$ cat config.mk
export PLATFORM = sky130hd
export DESIGN_NAME = pe0_stage_ctrl_flat
export DESIGN_NICKNAME = d
export VERILOG_FILES = /design/src/rtl/pe_ctrl_pkg.sv /design/src/rtl/pe0_stage_ctrl_if.sv /design/src/rtl/pe_lat_pipe.sv /design/src/rtl/pe0_stage_ctrl.sv /design/src/flat_wrapper.sv
export SDC_FILE = /design/constraint.sdc
export NUM_CORES = 1
export LEC_CHECK = 0
export ABC_CLOCK_PERIOD_IN_PS = 9400
export BUFFER_PORTS_ARGS = -buffer_cell sky130_fd_sc_hd__buf_4
export CELL_PAD_IN_SITES_DETAIL_PLACEMENT = 0
export CELL_PAD_IN_SITES_GLOBAL_PLACEMENT = 1
export CORE_ASPECT_RATIO = 1.75
export CORE_MARGIN = 3
export CORE_UTILIZATION = 48
export CTS_BUF_LIST = sky130_fd_sc_hd__clkbuf_8 sky130_fd_sc_hd__clkbuf_16
export CTS_CLUSTER_DIAMETER = 80
export CTS_CLUSTER_SIZE = 8
export DETAILED_ROUTE_END_ITERATION = 6
export GPL_TIMING_DRIVEN = 0
export PLACE_DENSITY_LB_ADDON = 0.25
export SLEW_MARGIN = 15
export SYNTH_ARGS = -nofsm -noshare
export SYNTH_HDL_FRONTEND = slang
export SYNTH_SLANG_ARGS = --single-unit
$ cat constraint.sdc
create_clock -name clk -period 9.4 [get_ports clk]
set_input_delay 0.94 -clock clk [delete_from_list [all_inputs] [get_ports clk]]
set_output_delay 0.94 -clock clk [all_outputs]
set_load 0.05 [all_outputs]
$ cat src/rtl/pe_ctrl_pkg.sv
// Shared types and helpers for the PE0 stage controller: butterfly mode encoding,
// PE select encoding and per-mode pipeline latency.
package pe_ctrl_pkg;

  typedef enum logic [2:0] {
    K_2_NTT  = 3'd0,
    K_4_NTT  = 3'd1,
    K_2_INTT = 3'd2,
    K_4_INTT = 3'd3,
    D_2_NTT  = 3'd4,
    D_2_INTT = 3'd5
  } pe_mode_e;

  typedef enum logic [1:0] {
    ST_IDLE,
    ST_ISSUE,
    ST_DRAIN,
    ST_DONE
  } pe_state_e;

  // Packed as {KD_mode, sel_1, sel_0}.
  typedef logic [2:0] pe_sel_t;

  function automatic logic mode_legal(logic [2:0] m);
    return m <= 3'd5;
  endfunction

  function automatic pe_sel_t sel_of_mode(pe_mode_e m);
    case (m)
      K_2_NTT:  return 3'b000;
      K_4_NTT:  return 3'b001;
      K_2_INTT: return 3'b010;
      K_4_INTT: return 3'b011;
      D_2_NTT:  return 3'b100;
      D_2_INTT: return 3'b110;
      default:  return 3'b000;
    endcase
  endfunction

  // The add-first (inverse, non-KD) path is the longer one.
  function automatic int unsigned lat_of_mode(pe_mode_e m, int unsigned lat_fwd,
                                              int unsigned lat_inv);
    pe_sel_t s;
    s = sel_of_mode(m);
    return (!s[2] && s[1]) ? lat_inv : lat_fwd;
  endfunction

endpackage

$ cat src/rtl/pe0_stage_ctrl_if.sv
// Handshake/bus bundle between the transform sequencer (master) and the PE0 stage
// controller (slave), including the PE select and RAM/ROM address outputs.
interface pe0_stage_ctrl_if #(
  parameter int unsigned ADDR_W = 8,
  parameter int unsigned TW_W   = 8
);

  logic              start;
  logic [2:0]        mode;
  logic [ADDR_W-1:0] n_bf;
  logic [ADDR_W-1:0] rd_base;
  logic [ADDR_W-1:0] wr_base;
  logic [TW_W-1:0]   tw_base;
  logic              hold;

  logic              sel_0;
  logic              sel_1;
  logic              KD_mode;
  logic              rd_valid;
  logic [ADDR_W-1:0] rd_addr;
  logic [TW_W-1:0]   tw_addr;
  logic              wr_valid;
  logic [ADDR_W-1:0] wr_addr;
  logic              busy;
  logic              done;
  logic              err;

  modport master (
    output start, mode, n_bf, rd_base, wr_base, tw_base, hold,
    input  sel_0, sel_1, KD_mode, rd_valid, rd_addr, tw_addr,
           wr_valid, wr_addr, busy, done, err
  );

  modport slave (
    input  start, mode, n_bf, rd_base, wr_base, tw_base, hold,
    output sel_0, sel_1, KD_mode, rd_valid, rd_addr, tw_addr,
           wr_valid, wr_addr, busy, done, err
  );

endinterface

$ cat src/rtl/pe_lat_pipe.sv
// Delay line that mirrors the PE0 pipeline: carries {valid, issue ordinal} so the
// write-back strobe and address emerge exactly when PE0_out is valid.
module pe_lat_pipe #(
  parameter  int unsigned DEPTH = 7,
  parameter  int unsigned ORD_W = 8,
  localparam int unsigned LAT_W = $clog2(DEPTH + 1)
) (
  input  logic             clk,
  input  logic             rst,
  input  logic             in_valid_i,
  input  logic [ORD_W-1:0] in_ord_i,
  input  logic [LAT_W-1:0] lat_i,
  output logic             out_valid_o,
  output logic [ORD_W-1:0] out_ord_o,
  output logic             empty_o
);

  logic [DEPTH-1:0] valid_q;
  logic [ORD_W-1:0] ord_q [DEPTH];

  always_ff @(posedge clk or negedge rst) begin
    if (!rst) begin
      valid_q <= '0;
    end else begin
      valid_q[0] <= in_valid_i;
      for (int i = 1; i < DEPTH; i++) valid_q[i] <= valid_q[i-1];
    end
  end

  // NOTE: only the valid bits are reset; the ordinal payload is never looked at unless
  // its valid bit is set, so leaving it unreset keeps this a plain shift register.
  always_ff @(posedge clk) begin
    ord_q[0] <= in_ord_i;
    for (int i = 1; i < DEPTH; i++) ord_q[i] <= ord_q[i-1];
  end

  // Stage lat-1 is the output tap; "empty" ignores that stage so DRAIN can leave
  // on the same cycle the final write is emitted.
  always_comb begin
    out_valid_o = 1'b0;
    out_ord_o   = '0;
    empty_o     = 1'b1;
    for (int i = 0; i < DEPTH; i++) begin
      if (LAT_W'(i + 1) == lat_i) begin
        out_valid_o = valid_q[i];
        out_ord_o   = ord_q[i];
      end else if (LAT_W'(i + 1) < lat_i && valid_q[i]) begin
        empty_o = 1'b0;
      end
    end
  end

endmodule

$ cat src/rtl/pe0_stage_ctrl.sv
// Sequences one butterfly pass through PE0: latches the pass descriptor, drives the
// PE selects, issues coefficient/twiddle reads and aligns write-back with PE0_out.
module pe0_stage_ctrl
  import pe_ctrl_pkg::*;
#(
  parameter int unsigned ADDR_W  = 8,
  parameter int unsigned TW_W    = 8,
  parameter int unsigned LAT_FWD = 5,
  parameter int unsigned LAT_INV = 7
) (
  input logic             clk,
  input logic             rst,
  pe0_stage_ctrl_if.slave bus
);

  localparam int unsigned       LAT_W = $clog2(LAT_INV + 1);
  localparam logic [ADDR_W-1:0] ONE   = ADDR_W'(1);

  typedef struct packed {
    logic [ADDR_W-1:0] n_bf;
    logic [ADDR_W-1:0] rd_base;
    logic [ADDR_W-1:0] wr_base;
    logic [TW_W-1:0]   tw_base;
  } desc_t;

  pe_state_e         state_q, state_d;
  desc_t             desc_q, desc_d;
  logic [ADDR_W-1:0] j_q, j_d;
  pe_sel_t           sel_q, sel_d;
  logic [LAT_W-1:0]  lat_q, lat_d;
  logic              err_q, err_d;
  logic              issue;
  logic              pipe_valid;
  logic              pipe_empty;
  logic [ADDR_W-1:0] pipe_ord;

  // NOTE: every output of this block gets a default first, so no path leaves a value
  // unassigned and no latch is inferred.
  always_comb begin
    state_d = state_q;
    desc_d  = desc_q;
    j_d     = j_q;
    sel_d   = sel_q;
    lat_d   = lat_q;
    err_d   = 1'b0;
    issue   = 1'b0;

    unique case (state_q)
      ST_IDLE: begin
        if (bus.start) begin
          if (mode_legal(bus.mode)) begin
            desc_d  = '{n_bf: bus.n_bf, rd_base: bus.rd_base,
                        wr_base: bus.wr_base, tw_base: bus.tw_base};
            sel_d   = sel_of_mode(pe_mode_e'(bus.mode));
            lat_d   = LAT_W'(lat_of_mode(pe_mode_e'(bus.mode), LAT_FWD, LAT_INV));
            j_d     = '0;
            state_d = (bus.n_bf == '0) ? ST_DRAIN : ST_ISSUE;
          end else begin
            err_d = 1'b1;
          end
        end
      end
      ST_ISSUE: begin
        // A held cycle is a bubble: nothing issued, j unchanged, bubble flows down the pipe.
        if (!bus.hold) begin
          issue = 1'b1;
          j_d   = j_q + ONE;
          if (j_q == desc_q.n_bf - ONE) state_d = ST_DRAIN;
        end
      end
      ST_DRAIN: begin
        if (pipe_empty) state_d = ST_DONE;
      end
      ST_DONE: begin
        state_d = ST_IDLE;
      end
      default: begin
        state_d = ST_IDLE;
      end
    endcase
  end

  // NOTE: state registers use non-blocking assignments so every register samples the
  // pre-edge values regardless of statement order.
  always_ff @(posedge clk or negedge rst) begin
    if (!rst) begin
      state_q <= ST_IDLE;
      desc_q  <= '0;
      j_q     <= '0;
      sel_q   <= '0;
      lat_q   <= '0;
      err_q   <= 1'b0;
    end else begin
      state_q <= state_d;
      desc_q  <= desc_d;
      j_q     <= j_d;
      sel_q   <= sel_d;
      lat_q   <= lat_d;
      err_q   <= err_d;
    end
  end

  pe_lat_pipe #(
    .DEPTH (LAT_INV),
    .ORD_W (ADDR_W)
  ) u_lat_pipe (
    .clk         (clk),
    .rst         (rst),
    .in_valid_i  (issue),
    .in_ord_i    (j_q),
    .lat_i       (lat_q),
    .out_valid_o (pipe_valid),
    .out_ord_o   (pipe_ord),
    .empty_o     (pipe_empty)
  );

  assign {bus.KD_mode, bus.sel_1, bus.sel_0} = sel_q;

  // Addresses are forced to zero whenever their strobe is low.
  assign bus.rd_valid = issue;
  assign bus.rd_addr  = issue ? desc_q.rd_base + j_q : '0;
  assign bus.tw_addr  = issue ? desc_q.tw_base + TW_W'(j_q) : '0;

  assign bus.wr_valid = pipe_valid;
  assign bus.wr_addr  = pipe_valid ? desc_q.wr_base + pipe_ord : '0;

  assign bus.busy = (state_q == ST_ISSUE) || (state_q == ST_DRAIN);
  assign bus.done = (state_q == ST_DONE);
  assign bus.err  = err_q;

endmodule
$ cat src/flat_wrapper.sv
// flat-port wrapper written by rule: the top's interface ports become plain ports
module pe0_stage_ctrl_flat import pe_ctrl_pkg::*;
#(
  parameter int unsigned ADDR_W  = 8,
  parameter int unsigned TW_W    = 8,
  parameter int unsigned LAT_FWD = 5,
  parameter int unsigned LAT_INV = 7
)
  (clk, rst, bus_start, bus_mode, bus_n_bf, bus_rd_base, bus_wr_base, bus_tw_base, bus_hold, bus_sel_0, bus_sel_1, bus_KD_mode, bus_rd_valid, bus_rd_addr, bus_tw_addr, bus_wr_valid, bus_wr_addr, bus_busy, bus_done, bus_err);
  pe0_stage_ctrl_if #(.ADDR_W(ADDR_W), .TW_W(TW_W)) bus_i ();
  input logic clk;
  input logic rst;
  input wire logic [$bits(bus_i.start)-1:0] bus_start;
  input wire logic [$bits(bus_i.mode)-1:0] bus_mode;
  input wire logic [$bits(bus_i.n_bf)-1:0] bus_n_bf;
  input wire logic [$bits(bus_i.rd_base)-1:0] bus_rd_base;
  input wire logic [$bits(bus_i.wr_base)-1:0] bus_wr_base;
  input wire logic [$bits(bus_i.tw_base)-1:0] bus_tw_base;
  input wire logic [$bits(bus_i.hold)-1:0] bus_hold;
  output wire logic [$bits(bus_i.sel_0)-1:0] bus_sel_0;
  output wire logic [$bits(bus_i.sel_1)-1:0] bus_sel_1;
  output wire logic [$bits(bus_i.KD_mode)-1:0] bus_KD_mode;
  output wire logic [$bits(bus_i.rd_valid)-1:0] bus_rd_valid;
  output wire logic [$bits(bus_i.rd_addr)-1:0] bus_rd_addr;
  output wire logic [$bits(bus_i.tw_addr)-1:0] bus_tw_addr;
  output wire logic [$bits(bus_i.wr_valid)-1:0] bus_wr_valid;
  output wire logic [$bits(bus_i.wr_addr)-1:0] bus_wr_addr;
  output wire logic [$bits(bus_i.busy)-1:0] bus_busy;
  output wire logic [$bits(bus_i.done)-1:0] bus_done;
  output wire logic [$bits(bus_i.err)-1:0] bus_err;
  assign bus_i.start = bus_start;
  assign bus_i.mode = bus_mode;
  assign bus_i.n_bf = bus_n_bf;
  assign bus_i.rd_base = bus_rd_base;
  assign bus_i.wr_base = bus_wr_base;
  assign bus_i.tw_base = bus_tw_base;
  assign bus_i.hold = bus_hold;
  assign bus_sel_0 = bus_i.sel_0;
  assign bus_sel_1 = bus_i.sel_1;
  assign bus_KD_mode = bus_i.KD_mode;
  assign bus_rd_valid = bus_i.rd_valid;
  assign bus_rd_addr = bus_i.rd_addr;
  assign bus_tw_addr = bus_i.tw_addr;
  assign bus_wr_valid = bus_i.wr_valid;
  assign bus_wr_addr = bus_i.wr_addr;
  assign bus_busy = bus_i.busy;
  assign bus_done = bus_i.done;
  assign bus_err = bus_i.err;
  pe0_stage_ctrl #(.ADDR_W(ADDR_W), .TW_W(TW_W), .LAT_FWD(LAT_FWD), .LAT_INV(LAT_INV)) u_core (.clk(clk), .rst(rst), .bus(bus_i));
endmodule
==> flow_results.xml <==
<?xml version="1.0" encoding="UTF-8"?>
<metrics>
  <group name="setup_path">
    <metric name="worst-setup-path-type" unit="">flop to primary output</metric>
    <metric name="top_fanout_value_on_the_critical_path" unit="">10</metric>
    <metric name="worstPathArrival" unit="ps">4040</metric>
    <metric name="minimum_setup_slack_among_reg_to_reg_paths" unit="ps">7040</metric>
    <metric name="timing.rr.end" unit="">u_core.state_q[1]</metric>
    <metric name="crit_start" unit="">u_core.lat_q[0]</metric>
    <metric name="worst_setup_path_start_kind" unit="">flop</metric>
    <metric name="cp_data_required_time" unit="ps">8460</metric>
    <metric name="critical-path-slowest-cell" unit="">sky130_fd_sc_hd__a2111oi_0</metric>
    <metric name="worst-path-stages" unit="">11</metric>
    <metric name="r2r_start" unit="">u_core.desc_q[24]</metric>
    <metric name="cp_num_buf_inv" unit="">2</metric>
    <metric name="setup.worst_path.end" unit="">bus_wr_addr[7]</metric>
    <metric name="type_of_destination_of_the_critical_path" unit="">primary output</metric>
    <metric name="worstPathCellList" unit="">buf_1, mux2_2, a22o_1, ha_1, a21o_1, a21oi_1, o21ai_0, a2111oi_0, nor3_1, nor3_1, buf_4</metric>
    <metric name="critical-path-top-delay-family" unit="">compound AO/OA/AOI/OAI gates</metric>
    <metric name="critical_path.most_common_cell" unit="">sky130_fd_sc_hd__nor3_1</metric>
    <metric name="r2r_cells" unit="">8</metric>
    <metric name="cp_slowest_stage_delay" unit="ps">700</metric>
  </group>
  <group name="die">
    <metric name="core.rowCount" unit="">47</metric>
    <metric name="fp.dieH" unit="um">138.1</metric>
    <metric name="dieArea" unit="mm2">0.01125</metric>
    <metric name="die_w" unit="um">81.48</metric>
    <metric name="initial_core_utilization" unit="">0.4993</metric>
    <metric name="core_footprint" unit="mm2">0.009585</metric>
    <metric name="num_io_pins" unit="">71</metric>
  </group>
  <group name="global_routing">
    <metric name="grt_first_pass_wirelength" unit="um">16440</metric>
    <metric name="antenna_found_initial" unit="">0</metric>
    <metric name="grt_max_degree" unit="">56</metric>
    <metric name="number_of_global_route_vias_before_repair" unit="">3498</metric>
    <metric name="overflow" unit="">0</metric>
    <metric name="gr-usage-all-layers" unit="">0.1910</metric>
  </group>
  <group name="final_layout">
    <metric name="drive_gt1_frac" unit="">0.2733</metric>
    <metric name="layout.cells.most_common" unit="">sky130_fd_sc_hd__buf_4</metric>
    <metric name="design.final.nets" unit="">569</metric>
    <metric name="most-common-layout-cells" unit="">sky130_fd_sc_hd__buf_4, sky130_fd_sc_hd__dfxtp_1, sky130_fd_sc_hd__dfrtp_1</metric>
    <metric name="synthToLayoutAreaGrowth" unit="%">20.37</metric>
    <metric name="filler_cell_count" unit="">810</metric>
    <metric name="postLayoutCellArea" unit="mm2">0.005761</metric>
    <metric name="antenna_cells_inserted" unit="">0</metric>
    <metric name="final_core_utilization" unit="">0.6010</metric>
  </group>
  <group name="routing">
    <metric name="firstDrtPassIters" unit="">4</metric>
    <metric name="dr.first_iter.drc_count" unit="">102</metric>
    <metric name="route.antenna.remaining_nets" unit="">0</metric>
    <metric name="vias" unit="">3304</metric>
    <metric name="route.detailed.drc" unit="">0</metric>
    <metric name="via_per_inst" unit="">5.270</metric>
    <metric name="postRouteWirelength" unit="um">10100</metric>
    <metric name="routed_wire_length_per_instance" unit="um">16.11</metric>
  </group>
  <group name="power_and_ir_drop">
    <metric name="cellLeakagePower" unit="nW">2.655</metric>
    <metric name="switchingPower" unit="mW">0.7514</metric>
    <metric name="power.share.combinational" unit="">0.440</metric>
    <metric name="clockPowerShare" unit="">0.194</metric>
    <metric name="vdd_drop_max" unit="uV">139.0</metric>
    <metric name="sw_frac_of_total" unit="">0.3953</metric>
    <metric name="p_per_area" unit="mW/mm2">330.0</metric>
    <metric name="power.sequential.fraction" unit="">0.366</metric>
    <metric name="p_int" unit="mW">1.150</metric>
  </group>
  <group name="logic_synthesis">
    <metric name="synthesis.area_per_instance" unit="um2">11.42</metric>
    <metric name="synth_seq_area_share" unit="">0.5218</metric>
    <metric name="post_synth_instance_area" unit="mm2">0.004786</metric>
    <metric name="edff_count_synth" unit="">0</metric>
    <metric name="async_reset_ff_frac" unit="">0.4955</metric>
    <metric name="synth_nets" unit="">488</metric>
    <metric name="synth.ff_latch_count" unit="">111</metric>
    <metric name="yosysWarnings" unit="">0</metric>
    <metric name="synth.lib_cells_used.distinct" unit="">52</metric>
    <metric name="synth-main-ff-cell" unit="">sky130_fd_sc_hd__dfxtp_1</metric>
    <metric name="cells_after_synth" unit="">419</metric>
  </group>
  <group name="clock_network">
    <metric name="tritoncts" unit="">yes</metric>
    <metric name="clock_buffers_created_by_tritoncts" unit="">9</metric>
    <metric name="cts_post_setup_buffers_inserted" unit="">0</metric>
    <metric name="insertion_delay" unit="ps">340</metric>
    <metric name="tritoncts_num_sinks" unit="">111</metric>
    <metric name="htree_num_levels" unit="">3</metric>
    <metric name="post_cts.resized_instances" unit="">0</metric>
    <metric name="ctsHoldBuffers" unit="">0</metric>
    <metric name="clk_root_buffer_cell" unit="">sky130_fd_sc_hd__clkbuf_16</metric>
    <metric name="clkSlewWorstSetupHoldPaths" unit="ps">70</metric>
    <metric name="number_of_buffers_on_the_longest_clock_path" unit="">2</metric>
  </group>
  <group name="sta">
    <metric name="worstMarginPinSlew" unit="ps">806.2</metric>
    <metric name="normalized_max_slew_margin" unit="">0.4626</metric>
    <metric name="worst_hold_slack" unit="ps">327.8</metric>
    <metric name="tns" unit="ps">0</metric>
    <metric name="finalClockSkew" unit="ps">7.965</metric>
    <metric name="timing.final.crit_period" unit="ps">4981</metric>
    <metric name="hold_viol" unit="">0</metric>
    <metric name="grt_setup_unrepaired" unit="">no</metric>
    <metric name="max_freq" unit="MHz">200.8</metric>
    <metric name="slew_viol_final" unit="">0</metric>
    <metric name="setup-violations-final" unit="">0</metric>
    <metric name="min_period_over_period" unit="">0.5299</metric>
  </group>
  <group name="placed_design">
    <metric name="dpl.hpwl" unit="um">7688</metric>
    <metric name="global_placement_routability_congestion" unit="">0.8579</metric>
    <metric name="placement.cell_area" unit="mm2">0.005464</metric>
    <metric name="portBuffers" unit="">70</metric>
  </group>
  <group name="status">
    <metric name="run_status" unit="">completed</metric>
  </group>
  <group name="run">
    <metric name="drv_cap" unit="">0</metric>
  </group>
  <group name="hold_path">
    <metric name="min-delay-path-class" unit="">flop to flop</metric>
  </group>
</metrics>
## routing by layer
| layer | up-vias | track usage | part of all wire |
|---|---|---|---|
| met1 | 1583 | 0.2030 | 0.38 |
| met4 | 0 | 0.05610 | 0.017 |
| met3 | 13 | 0.03776 | 0.040 |
| li1 | 1637 | - | - |
| met2 | 71 | 0.3624 | 0.57 |
| met5 | - | 0 | 0 |
## cells by family after synthesis
logic type,count (synthesis),share of synthesized area
compound gates,74,0.1109
simple gates,103,0.1080
fa+ha+maj,30,0.08314
mux,44,0.1027
xor+xnor,27,0.04941
buf+inv,30,0.02405
flops,111,0.5218
## sequential cells by signal, indices dropped and copies added, names as in the netlist
signal / flops
u_core.desc_q: 32
u_core.u_lat_pipe.ord_q: 56
u_core.u_lat_pipe.valid_q: 7
u_core.j_q: 8
u_core.bus.err: 1
u_core.state_q: 2
u_core.sel_q: 3
u_core.lat_q: 2
## per-stage QoR
step | setup WS, ps | power, mW | std cells
6_report | 4419 | 1.901 | 627
5_1_grt | 4321 | 2.035 | 627
4_1_cts | 4394 | 1.924 | 627
2_1_floorplan | 4740 | 1.319 | 419
3_3_place_gp | 4873 | 1.528 | 611
3_5_place_dp | 4781 | 1.552 | 611
## power by group through the flow
stage | Combinational, mW | Sequential, mW | Clock (mW)
2_1_floorplan | 0.620 | 0.699 | 0
3_3_place_gp | 0.824 | 0.703 | 0
3_5_place_dp | 0.844 | 0.708 | 0
4_1_cts | 0.846 | 0.699 | 0.379
5_1_grt | 0.920 | 0.717 | 0.399
6_report | 0.836 | 0.697 | 0.368
## area by class of cell
class,count,area [um2],area share
timing repair buffer,70,525.5,0.09123
multi-input combinational,278,2173,0.3773
tap,122,152.6,0.02650
sequential,111,2497,0.4335
buffer,10,40.04,0.006950
inverter,20,75.07,0.01303
clock buffer,11,252.7,0.04387
clock inverter,5,43.79,0.007602
## cells in the mapped netlist, drive strengths merged (3+ instances only)
library cell / number / area share
dfxtp: 56 / 0.23
dfrtp: 55 / 0.29
mux2: 41 / 0.096
nor2: 35 / 0.027
ha: 27 / 0.071
a21oi: 21 / 0.022
inv: 20 / 0.016
xnor2: 18 / 0.033
nand2: 15 / 0.012
o21ai: 10 / 0.010
a22o: 9 / 0.016
nand3: 9 / 0.0094
nor3: 9 / 0.0094
xor2: 9 / 0.016
clkbuf: 7 / 0.0055
a21o: 6 / 0.0094
nor2b: 6 / 0.0078
and2: 5 / 0.0065
o21bai: 4 / 0.0063
or2: 4 / 0.0052
a2111oi: 3 / 0.0055
a22oi: 3 / 0.0047
buf: 3 / 0.0029
fa: 3 / 0.013
mux2i: 3 / 0.0063
nand2b: 3 / 0.0039
nor3b: 3 / 0.0047
or3: 3 / 0.0039
## worst min-delay path by stage
stage,start,to,slack (ps),cells past startpoint
2_1_floorplan,u_core.u_lat_pipe.ord_q[0][0],u_core.u_lat_pipe.ord_q[1][0],310,0
3_3_place_gp,u_core.u_lat_pipe.ord_q[3][5],u_core.u_lat_pipe.ord_q[4][5],310,0
5_1_grt,u_core.u_lat_pipe.ord_q[0][0],u_core.u_lat_pipe.ord_q[1][0],330,0
4_1_cts,u_core.u_lat_pipe.ord_q[0][0],u_core.u_lat_pipe.ord_q[1][0],330,0
6_report,u_core.u_lat_pipe.ord_q[0][4],u_core.u_lat_pipe.ord_q[1][4],330,0
3_5_place_dp,u_core.u_lat_pipe.ord_q[0][0],u_core.u_lat_pipe.ord_q[1][0],310,0
(Power assumes the default switching activity.)
